--- config.mk ---
export PLATFORM = sky130hd
export DESIGN_NAME = spi_tgt_core
export DESIGN_NICKNAME = d
export VERILOG_FILES = /design/src/rtl/spi_pkg.sv /design/src/rtl/spi_sync.sv /design/src/rtl/spi_tgt_core.sv
export SDC_FILE = /design/constraint.sdc
export NUM_CORES = 1
export LEC_CHECK = 0
export ABC_AREA = 1
export BUFFER_PORTS_ARGS = -buffer_cell sky130_fd_sc_hd__buf_4
export CAP_MARGIN = 20
export CORE_ASPECT_RATIO = 0.75
export CORE_UTILIZATION = 53
export CTS_BUF_LIST = sky130_fd_sc_hd__clkbuf_4
export CTS_CLUSTER_DIAMETER = 120
export DETAILED_ROUTE_END_ITERATION = 12
export GPL_ROUTABILITY_DRIVEN = 0
export HOLD_SLACK_MARGIN = 0.1
export PLACE_DENSITY = 0.75
export SYNTH_ARGS = -nofsm -noshare
export SYNTH_HDL_FRONTEND = slang
export SYNTH_SLANG_ARGS = --single-unit
--- constraint.sdc ---
create_clock -name clk_i -period 1.4 [get_ports clk_i]
set_input_delay 0.07 -clock clk_i [delete_from_list [all_inputs] [get_ports clk_i]]
set_output_delay 0.07 -clock clk_i [all_outputs]
set_load 0.005 [all_outputs]
--- src/rtl/spi_pkg.sv ---
// Shared types and constants for the SPI target shift engine.
package spi_pkg;

    // Bus mode latched at the start of each frame.
    typedef struct packed {
        logic cpol;
        logic cpha;
    } spi_mode_t;

    // Frame-level state of the target.
    typedef enum logic {
        IDLE   = 1'b0,
        ACTIVE = 1'b1
    } spi_tgt_state_e;

    // Flip-flop depth used to bring the pad signals into the clk_i domain.
    localparam int SPI_SYNC_STAGES = 2;

endpackage

--- src/rtl/spi_sync.sv ---
// N-stage single-bit synchroniser with a configurable reset value.
module spi_sync #(
    parameter int   STAGES  = 2,
    parameter logic RST_VAL = 1'b0
) (
    input  logic clk,
    input  logic rst_n,
    input  logic d,
    output logic q
);

    logic [STAGES-1:0] stages;

    // Shift the asynchronous input through the synchroniser chain.
    always_ff @(posedge clk or negedge rst_n) begin
        if (!rst_n) begin
            stages <= {STAGES{RST_VAL}};
        end else begin
            stages <= {stages[STAGES-2:0], d};
        end
    end

    assign q = stages[STAGES-1];

endmodule

--- src/rtl/spi_tgt_core.sv ---
// SPI target shift engine: oversampled SCLK/CS_N/MOSI, valid/ready RX and
// TX word streams. Build option SPI_TGT_LSB_FIRST_EN switches both shift
// directions to LSB first; without it words are shifted MSB first.
//
// Handshakes: a word moves on tx_* / rx_* in every clk_i cycle where valid
// and ready are both high at the rising edge; valid never depends on ready.
module spi_tgt_core
    import spi_pkg::*;
#(
    parameter int                    DATA_WIDTH = 8,
    parameter logic [DATA_WIDTH-1:0] TX_IDLE    = {DATA_WIDTH{1'b1}}
) (
    input  logic                  clk_i,
    input  logic                  rst_ni,
    input  logic                  cpol_i,
    input  logic                  cpha_i,
    input  logic                  sclk_i,
    input  logic                  cs_ni,
    input  logic                  mosi_i,
    output logic                  miso_o,
    output logic                  miso_oe_o,
    input  logic [DATA_WIDTH-1:0] tx_data_i,
    input  logic                  tx_valid_i,
    output logic                  tx_ready_o,
    output logic [DATA_WIDTH-1:0] rx_data_o,
    output logic                  rx_valid_o,
    input  logic                  rx_ready_i,
    output logic                  busy_o,
    output logic                  overrun_o,
    output logic                  underrun_o
);

    localparam int               CNT_W    = $clog2(DATA_WIDTH);
    localparam logic [CNT_W-1:0] LAST_BIT = CNT_W'(DATA_WIDTH - 1);

    spi_tgt_state_e        state;
    spi_mode_t             mode;
    logic [CNT_W-1:0]      bit_cnt;
    logic [DATA_WIDTH-1:0] rx_shift;
    logic [DATA_WIDTH-1:0] tx_shift;
    logic [DATA_WIDTH-1:0] tx_buf;
    logic                  tx_full;

    logic sclk_s, cs_s, mosi_s;
    logic sclk_q, cs_q;

    // CS_N resets to the deselected level so reset release never looks like a frame start.
    spi_sync #(.STAGES(SPI_SYNC_STAGES), .RST_VAL(1'b0)) u_sync_sclk (
        .clk(clk_i), .rst_n(rst_ni), .d(sclk_i), .q(sclk_s)
    );
    spi_sync #(.STAGES(SPI_SYNC_STAGES), .RST_VAL(1'b1)) u_sync_cs (
        .clk(clk_i), .rst_n(rst_ni), .d(cs_ni), .q(cs_s)
    );
    spi_sync #(.STAGES(SPI_SYNC_STAGES), .RST_VAL(1'b0)) u_sync_mosi (
        .clk(clk_i), .rst_n(rst_ni), .d(mosi_i), .q(mosi_s)
    );

    // Delayed copies of the synced pins used for edge detection.
    always_ff @(posedge clk_i or negedge rst_ni) begin
        if (!rst_ni) begin
            sclk_q <= 1'b0;
            cs_q   <= 1'b1;
        end else begin
            sclk_q <= sclk_s;
            cs_q   <= cs_s;
        end
    end

    logic cs_fall, cs_rise, lead_edge, trail_edge, in_frame;
    logic sample_edge, shift_edge, word_load, word_shift, word_done, tx_push;
    logic [DATA_WIDTH-1:0] load_word, rx_next, tx_next;
    logic load_bit, next_bit;

    assign cs_fall     = cs_q & ~cs_s;
    assign cs_rise     = ~cs_q & cs_s;
    assign lead_edge   = (sclk_q == mode.cpol) && (sclk_s != mode.cpol);
    assign trail_edge  = (sclk_q != mode.cpol) && (sclk_s == mode.cpol);
    // A deselect in the same cycle as an SCLK edge wins; the edge is dropped.
    assign in_frame    = (state == ACTIVE) && !cs_rise;
    assign sample_edge = in_frame && (mode.cpha ? trail_edge : lead_edge);
    assign shift_edge  = in_frame && (mode.cpha ? lead_edge : trail_edge);
    // CPHA=0 must present the first bit before the first SCLK edge, so load at select.
    assign word_load   = ((state == IDLE) && cs_fall && !cpha_i)
                       || (shift_edge && (bit_cnt == '0));
    assign word_shift  = shift_edge && (bit_cnt != '0);
    assign word_done   = sample_edge && (bit_cnt == LAST_BIT);
    assign tx_push     = tx_valid_i && !tx_full;
    assign load_word   = tx_full ? tx_buf : TX_IDLE;

`ifdef SPI_TGT_LSB_FIRST_EN
    assign rx_next  = {mosi_s, rx_shift[DATA_WIDTH-1:1]};
    assign tx_next  = {1'b0, tx_shift[DATA_WIDTH-1:1]};
    assign load_bit = load_word[0];
    assign next_bit = tx_next[0];
`else
    assign rx_next  = {rx_shift[DATA_WIDTH-2:0], mosi_s};
    assign tx_next  = {tx_shift[DATA_WIDTH-2:0], 1'b0};
    assign load_bit = load_word[DATA_WIDTH-1];
    assign next_bit = tx_next[DATA_WIDTH-1];
`endif

    // Frame FSM: select/deselect, mode latch, bit counting and RX deserialisation.
    always_ff @(posedge clk_i or negedge rst_ni) begin
        if (!rst_ni) begin
            state     <= IDLE;
            mode      <= '0;
            bit_cnt   <= '0;
            miso_oe_o <= 1'b0;
            rx_shift  <= '0;
        end else begin
            case (state)
                IDLE: begin
                    if (cs_fall) begin
                        state     <= ACTIVE;
                        mode      <= {cpol_i, cpha_i};
                        bit_cnt   <= '0;
                        miso_oe_o <= 1'b1;
                        rx_shift  <= '0;
                    end
                end
                ACTIVE: begin
                    if (cs_rise) begin
                        // Partial words are thrown away with the frame.
                        state     <= IDLE;
                        miso_oe_o <= 1'b0;
                        bit_cnt   <= '0;
                        rx_shift  <= '0;
                    end else if (sample_edge) begin
                        rx_shift <= rx_next;
                        bit_cnt  <= (bit_cnt == LAST_BIT) ? '0 : bit_cnt + 1'b1;
                    end
                end
                default: state <= IDLE;
            endcase
        end
    end

    // TX holding register and MISO shifter; a load always takes the old buffer contents.
    always_ff @(posedge clk_i or negedge rst_ni) begin
        if (!rst_ni) begin
            tx_buf     <= '0;
            tx_full    <= 1'b0;
            tx_shift   <= '0;
            miso_o     <= 1'b0;
            underrun_o <= 1'b0;
        end else begin
            underrun_o <= 1'b0;
            if (word_load) begin
                tx_shift   <= load_word;
                miso_o     <= load_bit;
                underrun_o <= !tx_full;
                tx_full    <= 1'b0;
            end else if (word_shift) begin
                tx_shift <= tx_next;
                miso_o   <= next_bit;
            end
            if (tx_push) begin
                tx_buf  <= tx_data_i;
                tx_full <= 1'b1;
            end
        end
    end

    // RX output register: present completed words, flag words lost to a full output.
    always_ff @(posedge clk_i or negedge rst_ni) begin
        if (!rst_ni) begin
            rx_data_o  <= '0;
            rx_valid_o <= 1'b0;
            overrun_o  <= 1'b0;
        end else begin
            overrun_o <= 1'b0;
            if (word_done) begin
                if (!rx_valid_o || rx_ready_i) begin
                    rx_data_o  <= rx_next;
                    rx_valid_o <= 1'b1;
                end else begin
                    overrun_o <= 1'b1;
                end
            end else if (rx_valid_o && rx_ready_i) begin
                rx_valid_o <= 1'b0;
            end
        end
    end

    assign tx_ready_o = !tx_full;
    assign busy_o     = (state == ACTIVE);

endmodule

* After elaboration in Yosys (flattened, before gate mapping)
Index checks and enable logic that the tools add are counted.
** Cells by class
- Bitwise logic cells :: 5
- Multiplexer cells :: 30
- Add/sub/neg operators :: 1
- Reduce and logical (&&, ||, !) cells :: 28
- Eq/ne operators :: 9
** Operator list (count)
- 2-to-1 mux 7 bit :: 5
- 2-to-1 mux 1 bit :: 16
- case mux 7 bit (2 select lines) :: 1
- logical AND 1 bit :: 12
- 2-to-1 mux 3 bit :: 4
- AND reduction 2 bit :: 5
- 2-to-1 mux 8 bit :: 1
- case mux 3 bit (2 select lines) :: 1
- nonzero test 2 bit :: 3
- logical NOT 1 bit :: 4
- inequality test 2 x 1 -> 1 bit, second input constant :: 2
- case mux 1 bit (2 select lines) :: 2
- adder 3 x 1 -> 3 bit, second input constant :: 1
- equality test 3 bit, second input constant :: 1
- logical NOT 3 bit :: 1
- inequality test 3 x 1 -> 1 bit, second input constant :: 1
- inverter 1 bit :: 3
- nonzero test 3 bit :: 1
- bitwise AND 1 bit :: 2
- equality test 1 bit :: 2
- logical OR 1 bit :: 2
- inequality test 1 bit :: 2
- inequality test 2 bit, second input constant :: 1
** Storage, ports and cells
- Input port bits :: 17
- Output and inout bits :: 15
- Word-level logic and storage cells :: 92
- Register bits :: 50

* Depth between registers and ports, before layout
Gate-level depths: netlist of the first run.
- Depth after elaboration :: 9
- Depth in mapped cells :: 10
- Gate-level depth less buffers :: 9

* Hierarchy
From an unflattened synthesis of the first run, not the netlist that was laid out.
** Unflattened totals
- Cells, all modules :: 228
- Area, all modules :: 2183.3 sq um
** By module, submodules not included
- spi_tgt_core :: cells an instance 222, area each 2030.7 sq um, times used 1, seq. area each 1102.3 sq um
- spi_sync (u_sync_mosi ...) :: cells an instance 2, area each 50.0 sq um, times used 2, seq. area each 50.0 sq um
- spi_sync (u_sync_cs) :: cells an instance 2, area each 52.6 sq um, times used 1, seq. area each 52.6 sq um

* Least setup slack after synthesis of the first run
Ideal clock, no wire load.
- Kind :: reg-to-reg
- Start :: register cs_q
- End :: register tx_full
- Buffers on the path :: 1
- Stages on the path, launching flop included :: 7
- Setup slack :: 0.044 ns
- Period minus slack after synthesis :: 1.356 ns
- Arrival :: 1.233 ns
- Library setup time :: 0.123 ns
- Data required time :: 1.277 ns
- Path through :: dfstp_2 inv_1 nor3_4 nand2_2 buf_2 nand3_1 nand2_1
** On the way
- Cells in the longest elaborated chain, start to end :: 8
- Elaborated cells on any way between the ends :: 11
- Those cells by class :: 3 x bitwise; 8 x reduce/logical
** Ends and longest elaborated chain
- start: declaration :: RTL line spi_tgt_core.sv:45 : logic sclk_q, cs_q;
- start signal: assignment :: RTL line spi_tgt_core.sv:65 : cs_q <= cs_s;
- inverter 1 bit :: RTL line spi_tgt_core.sv:75 : assign cs_rise = ~cs_q & cs_s;
- bitwise AND 1 bit :: RTL line spi_tgt_core.sv:75
- logical NOT 1 bit :: RTL line spi_tgt_core.sv:79 : assign in_frame = (state == ACTIVE) && !cs_rise;
- logical AND 1 bit :: RTL line spi_tgt_core.sv:79
- logical AND 1 bit :: RTL line spi_tgt_core.sv:81 : assign shift_edge = in_frame && (mode.cpha ? lead_edge : trail_edge);
- logical AND 1 bit :: RTL line spi_tgt_core.sv:84 : || (shift_edge && (bit_cnt == '0));
- logical OR 1 bit * :: RTL line spi_tgt_core.sv:84
- nonzero test 2 bit (no line) *
- end signal: assignment :: RTL line spi_tgt_core.sv:142 : tx_full <= 1'b0;
- end signal: assignment :: RTL line spi_tgt_core.sv:152 : tx_full <= 1'b0;
- end signal: assignment :: RTL line spi_tgt_core.sv:159 : tx_full <= 1'b1;
- end: declaration :: RTL line spi_tgt_core.sv:42 : logic tx_full;
Mark *: on every way between the ends. The rest lies on a longest branch, timed or not.
A chain may end at the register's enable or synchronous reset.

* Worst setup path after layout of the first run
- Start :: register cs_q
- End :: register tx_shift[6]
** On the way
- Cells in the longest elaborated chain, start to end :: 8
- Elaborated cells on any way between the ends :: 13
- Those cells by class :: 1 x mux; 3 x bitwise; 9 x reduce/logical
** Ends and longest elaborated chain
- inverter 1 bit :: RTL line spi_tgt_core.sv:75
- bitwise AND 1 bit :: RTL line spi_tgt_core.sv:75
- logical NOT 1 bit :: RTL line spi_tgt_core.sv:79
- logical AND 1 bit :: RTL line spi_tgt_core.sv:79
- logical AND 1 bit :: RTL line spi_tgt_core.sv:81
- logical AND 1 bit :: RTL line spi_tgt_core.sv:84
- logical OR 1 bit :: RTL line spi_tgt_core.sv:84
- 2-to-1 mux 7 bit / nonzero test 2 bit (equally long branches)
- end signal: assignment :: RTL line spi_tgt_core.sv:149 : tx_shift <= load_word;
- end signal: assignment :: RTL line spi_tgt_core.sv:154 : tx_shift <= tx_next;
- end: declaration :: RTL line spi_tgt_core.sv:40 : logic [DATA_WIDTH-1:0] tx_shift;
Parallel ways exist; a longest one is shown, timed or not.

==> run summary, run 1 <==
status: complete, but fails checks
failing checks: setup timing
Max Slew Vio Count: 0
Rows: 19
final worst slack: -0.0273 ns
initial core utilization: 57.8%
Hold Vio Cnt, Final: 0
Yosys reg bits: 50
M1 GR Usage: 34.5%
met3 GRT Util: 4.72%
total nets after synthesis: 247
CP Launch Type: register
post-route cell area: 3040 um2
Root Buffer: clkbuf_4
Vias/cell: 5.37
commonest non-fill, non-tap cell in the layout: nand2_1
Layout Utilization: 79.9%
clock transition at the registers of the reported paths: 0.15 ns
TNS Setup: -0.0452 ns
worst skew pair latency: 0.38 ns
routed length per instance: 14.5 um
Hold Startpoint: cpha_i
initial detailed-routing violation count: 189
final net count: 321
slew margin rel.: 59.5%
fmax: 0.701 GHz
Die Y: 57.8 um
first-pass GRT wire length: 8030 um
Layout Cells excl Fill: 354
Worst Setup Path Type: register to register
HPWL Detailed: 3010 um
placed cell count: 318
Post-DP Area: 2550 um2
worst path arrival time: 1.74 ns
Worst Tran Pin Value: 0.608 ns
IO Count: 32
gr usage total: 24.0%
number of global-route vias before repair: 1695
pre-CTS setup slack: -0.0845 ns
CP max FO: 8
largest net degree at the start of global routing: 51
Seq/Total Area, Yosys: 57.1%
first drt pass iteration count: 4
R2R setup slack: -0.03 ns
Leakage: 0.00155 uW
crit end category: register
Overflow after GRT: 0
Worst Hold Class: input pin to register
core area: 3800 um2
proportion of layout cells with a drive suffix above 1: 38.1%
die area: 4410 um2
initial antenna violation count: 0
CP required: 1.71 ns
period utilisation layout: 102%
FF-to-FF path depth: 8
DIE WIDTH: 76.3 um
n_diodes: 0
Syn Std Cell Area: 2200 um2
met2 Use GR: 37.3%
drc violations: 0
Distinct cells, synth: 28
Critical R2R Launch: cs_q$_DFF_PN1_
max-cap violations: 0
Gate Count Post-Synth: 227
most frequent cells in the layout: nand2_1, dfrtp_1, buf_4
H-tree depth: 2
IO Port Bufs: 31
routed via count: 1902
Synth Warn #: 0
P&R area growth vs syn: 38.4%
Final setup viols: 3
Max IR drop VDD: 0.00122 V
min cycle time layout: 1.43 ns
hold path endpoint: tx_shift[1]$_DFFE_PN0P_
WHS Path Cells: 5
worst r2r dst: tx_shift[6]$_DFFE_PN0P_
CTS Buffer Depth: 2
cts bufs inserted: 5
PwrDens: 1480 nW/um2
Routed Antenna Nets: 0
unrepaired setup endpoints after global routing: true
WL final: 5120 um
TritonCTS clock tree: yes
Syn Area/Cell: 9.68 um2
layer with the highest usage: met2
fill count: 253
clk_skew: 0.0186 ns
Clock Sink Count: 50
## sequential cells by signal, indices dropped and copies added, names as in the netlist, 2 cells and up
signal and cells:
rx_data_o 8, tx_buf 8, rx_shift 7, tx_shift 7, bit_cnt 3, mode 2
u_sync_cs.stages 2, u_sync_mosi.stages 2, u_sync_sclk.stages 2
## metal layers
metal,wire [um],vias up
li1,-,905
met5,0,-
met3,379,8
met2,2410,76
met1,2280,913
met4,55,0
## metrics by stage
stage | power [uW] | hold slack [ns]
final | 4510 | 0.225
after global routing | 4800 | 0.273
after CTS | 4160 | 0.164
after detailed placement | 3350 | 0.121
after global placement | 3310 | 0.125
after floorplan | 2870 | -0.226
## synthesized netlist by cell type, drive strengths merged
| library cell | number | area share, % |
|---|---|---|
| clkinv | 1 | 0.17 |
| mux2 | 8 | 4.1 |
| nand4 | 10 | 3.1 |
| inv | 15 | 2.7 |
| nor3 | 2 | 0.97 |
| a21oi | 2 | 0.97 |
| o21ai | 14 | 3.2 |
| or2 | 1 | 0.28 |
| dfstp | 3 | 3.6 |
| dfrtp | 47 | 54 |
| nand3 | 25 | 6.3 |
| o21a | 1 | 0.34 |
| ha | 3 | 1.7 |
| nor2 | 2 | 1.1 |
| buf | 4 | 1.7 |
| nand2 | 89 | 16 |
## worst max-delay path by stage
stage,start,endpoint,slack [ns],cells past startpoint
2_1_floorplan,cs_q$_DFF_PN1_,tx_full$_DFFE_PN0P_,0.04,6
3_3_place_gp,cs_q$_DFF_PN1_,bit_cnt[0]$_DFFE_PN0P_,-0.05,7
3_5_place_dp,cs_q$_DFF_PN1_,bit_cnt[0]$_DFFE_PN0P_,-0.08,7
4_1_cts,cs_q$_DFF_PN1_,tx_full$_DFFE_PN0P_,-0.03,6
5_1_grt,cs_q$_DFF_PN1_,tx_shift[6]$_DFFE_PN0P_,-0.10,8
6_report,cs_q$_DFF_PN1_,tx_shift[6]$_DFFE_PN0P_,-0.03,8
## power breakdown
group	switching [uW]	total (uW)	internal [uW]
registers	249	2020	1770
logic	1010	1830	817
clock network	460	657	197
total	1720	4510	2780
## area by class of cell
type | instances | area (um2) | share of cell area (%)
inverter | 16 | 68.8 | 2.26
multi-input combinational | 165 | 1070 | 35.3
clock inverter | 3 | 20.0 | 0.658
tap | 52 | 65.1 | 2.14
sequential | 50 | 1250 | 41.3
clock buffer | 5 | 37.5 | 1.23
timing repair buffer | 63 | 519 | 17.1
## logic make-up after synthesis
family | synth area share [%]
flops | 57.1
compound gates | 4.50
mux | 4.10
simple gates | 28.1
fa+ha+maj | 1.71
buf+inv | 4.50
## repair_timing
action / in CTS / in global routing
cloned: 4 / 4
pin swaps: 6 / 9
hold buffers: 14 / 0
hold endpoints to repair: 63 / 0
buffers inserted: 2 / 4
resized for setup: 16 / 35
setup endpoints to repair: 28 / 31
## critical path, cell delays in order (launching register included)
cell and delay, ns:
dfstp_2 0.55, inv_2 0.06, nor3_4 0.21, nand2_4 0.15, nand2_4 0.13, o21ai_2 0.06
o21ai_1 0.08, nand2_1 0.07, nand2_1 0.06
No activity file was read; power rests on OpenSTA's default activity.
==> run 2: changes to the inputs <==
--- a/config.mk
+++ b/config.mk
@@ -16,6 +16,7 @@
 export GPL_ROUTABILITY_DRIVEN = 0
 export HOLD_SLACK_MARGIN = 0.1
 export PLACE_DENSITY = 0.75
+export REMOVE_ABC_BUFFERS = 1
 export SYNTH_ARGS = -nofsm -noshare
 export SYNTH_HDL_FRONTEND = slang
 export SYNTH_SLANG_ARGS = --single-unit
==> run summary, run 2 (synthesis gave the netlist of run 1 again) <==
Layout Utilization: 79.6% (-0.33 points)
CP required: 1.69 ns (-0.02 ns)
worst path arrival time: 1.70 ns (-0.04 ns)
n_diodes: 0 (unchanged)
crit-path cells: inv_2 > a21oi_4 > buf_12 > nand3_4 > buf_12 > nand3_1 > nand2_1
Clock Sink Count: 50 (unchanged)
CP max FO: 6 (-2)
Vias/cell: 5.43 (+1.1%)
crit end category: register
first-pass GRT wire length: 7820 um (-2.6%)
clk_skew: 0.0132 ns (-0.00536 ns)
initial antenna violation count: 0 (unchanged)
Rows: 19 (unchanged)
clock transition at the registers of the reported paths: 0.15 ns (about the same)
HPWL Detailed: 2840 um (-5.6%)
Overflow after GRT: 0 (unchanged)
Max Slew Vio Count: 0 (unchanged)
met2 WL: 2400 um (-0.29%)
fmax: 0.707 GHz (+0.98%)
routed length per instance: 14.7 um (+1.8%)
initial core utilization: 57.8% (unchanged)
Routed Antenna Nets: 0 (unchanged)
routed via count: 1907 (+0.26%)
CTS Buffer Depth: 2 (unchanged)
unrepaired setup endpoints after global routing: true
DIE WIDTH: 76.3 um (unchanged)
number of global-route vias before repair: 1743 (+2.8%)
CP max-delay cell: dfstp_2
WHS: 0.195 ns (-0.0302 ns)
first drt pass iteration count: 4 (unchanged)
slew margin rel.: 59.7% (+0.17 points)
H-tree depth: 2 (unchanged)
post-route cell area: 3030 um2 (-0.41%)
WP buf/inv: 3 (+2)
failing checks: setup timing
Die Y: 57.8 um (unchanged)
status: complete, but fails checks
commonest non-fill, non-tap cell in the layout: nand2_1
final net count: 318 (-0.93%)
IO Port Bufs: 31 (unchanged)
Hold Vio Cnt, Final: 0 (unchanged)
proportion of layout cells with a drive suffix above 1: 35.8% (-2.3 points)
IO Count: 32 (unchanged)
Final setup viols: 4 (+1)
Worst Hold Class: input pin to register
max-cap violations: 0 (unchanged)
cts bufs inserted: 5 (unchanged)
largest net degree at the start of global routing: 51 (unchanged)
final worst slack: -0.0135 ns (+0.0139 ns)
Critical Path Max Stage Delay: 0.55 ns (about the same)
pre-CTS setup slack: -0.0633 ns (+0.0212 ns)
CP Launch Type: register
Most Frequent Cell on Critical Path: buf_12
die area: 4410 um2 (unchanged)
WL final: 5170 um (+0.90%)
drc violations: 0 (unchanged)
met1 WL: 2420 um (+6.3%)
initial detailed-routing violation count: 124 (-34%)
fill count: 248 (-2.0%)
Worst Tran Pin Value: 0.605 ns (-0.00248 ns)
most frequent cells in the layout: nand2_1, dfrtp_1, buf_4
TritonCTS clock tree: yes
PwrDens: 1510 nW/um2 (+2.2%)
biggest regs: rx_data_o: 8 flops, tx_buf: 8 flops
min cycle time layout: 1.41 ns (-0.0139 ns)
Leakage: 0.00156 uW (+0.62%)
DR top layer: met4
Worst Setup Path Type: register to register
Post-DP Area: 2570 um2 (+0.69%)
Largest delay share family, worst path: flip-flops
Root Buffer: clkbuf_4
Max IR drop VDD: 0.00120 V (-1.1%)
gr usage total: 23.5% (-0.49 points)
period utilisation layout: 101% (-0.99 points)
worst skew pair latency: 0.39 ns (about the same)
core area: 3800 um2 (unchanged)
P&R area growth vs syn: 37.8%
Detail Route met3 WL: 261 um (-31%)
## run 2: per-stage QoR
stage | total power (uW) | std cells | TNS (ns)
6_report | 4590 | 351 | -0.0401
5_1_grt | 4850 | 351 | -0.656
3_5_place_dp | 3340 | 317 | -0.560
4_1_cts | 4290 | 343 | -0.0758
2_1_floorplan | 2850 | 223 | -0.0808
3_3_place_gp | 3310 | 317 | -0.141
## run 2: power breakdown
part | internal (uW) | leakage, uW | switching (uW)
Clock | 380 | 0.0000456 | 475
Sequential | 1770 | 0.000632 | 226
Combinational | 758 | 0.000879 | 977
## run 2: repair_timing
| action | in CTS | in global routing |
|---|---|---|
| endpoints found under the hold margin | 63 | 0 |
| hold buffers | 14 | 0 |
| buffers inserted | 1 | 5 |
| resized for setup | 4 | 36 |
| pin swaps | 5 | 12 |
| gates cloned | 3 | 3 |
| endpoints found under the setup margin | 27 | 30 |
## run 2: layout make-up
type / count / area, um2 / area share [%]
tap: 52 / 65.1 / 2.15
inverter: 16 / 76.3 / 2.52
clock inverter: 3 / 43.8 / 1.45
clock buffer: 5 / 37.5 / 1.24
multi-input combinational: 163 / 1000 / 33.1
sequential: 50 / 1260 / 41.5
timing repair buffer: 62 / 546 / 18.0
## run 2: worst paths after layout
check,startpoint,end,slack (ns),cells past startpoint
setup / recovery,cs_q$_DFF_PN1_,tx_shift[4]$_DFFE_PN0P_,-0.01,7
max in group asynchronous,rst_ni,u_sync_sclk.stages[1]$_DFF_PN0_,0.74,2
hold / removal,cpha_i,tx_shift[2]$_DFFE_PN0P_,0.19,6
setup reg to reg,cs_q$_DFF_PN1_,tx_shift[4]$_DFFE_PN0P_,-0.01,7
min in group asynchronous,rst_ni,u_sync_mosi.stages[1]$_DFF_PN0_,0.22,2
hold reg to reg,u_sync_cs.stages[0]$_DFF_PN1_,u_sync_cs.stages[1]$_DFF_PN1_,0.37,0
## run 2: worst reg2reg max path: cells and delay by family, from the launching register on
kind | cells | cell delay, ns
compound gates | 1 | 0.15
buf+inv | 3 | 0.38
flops | 1 | 0.55
simple gates | 3 | 0.26
## run 2: metal layers
layer	track usage, %	vias to the layer above
met5	0	-
met4	9.89	0
met3	5.67	10
met2	35.8	63
met1	32.8	938
li1	-	896
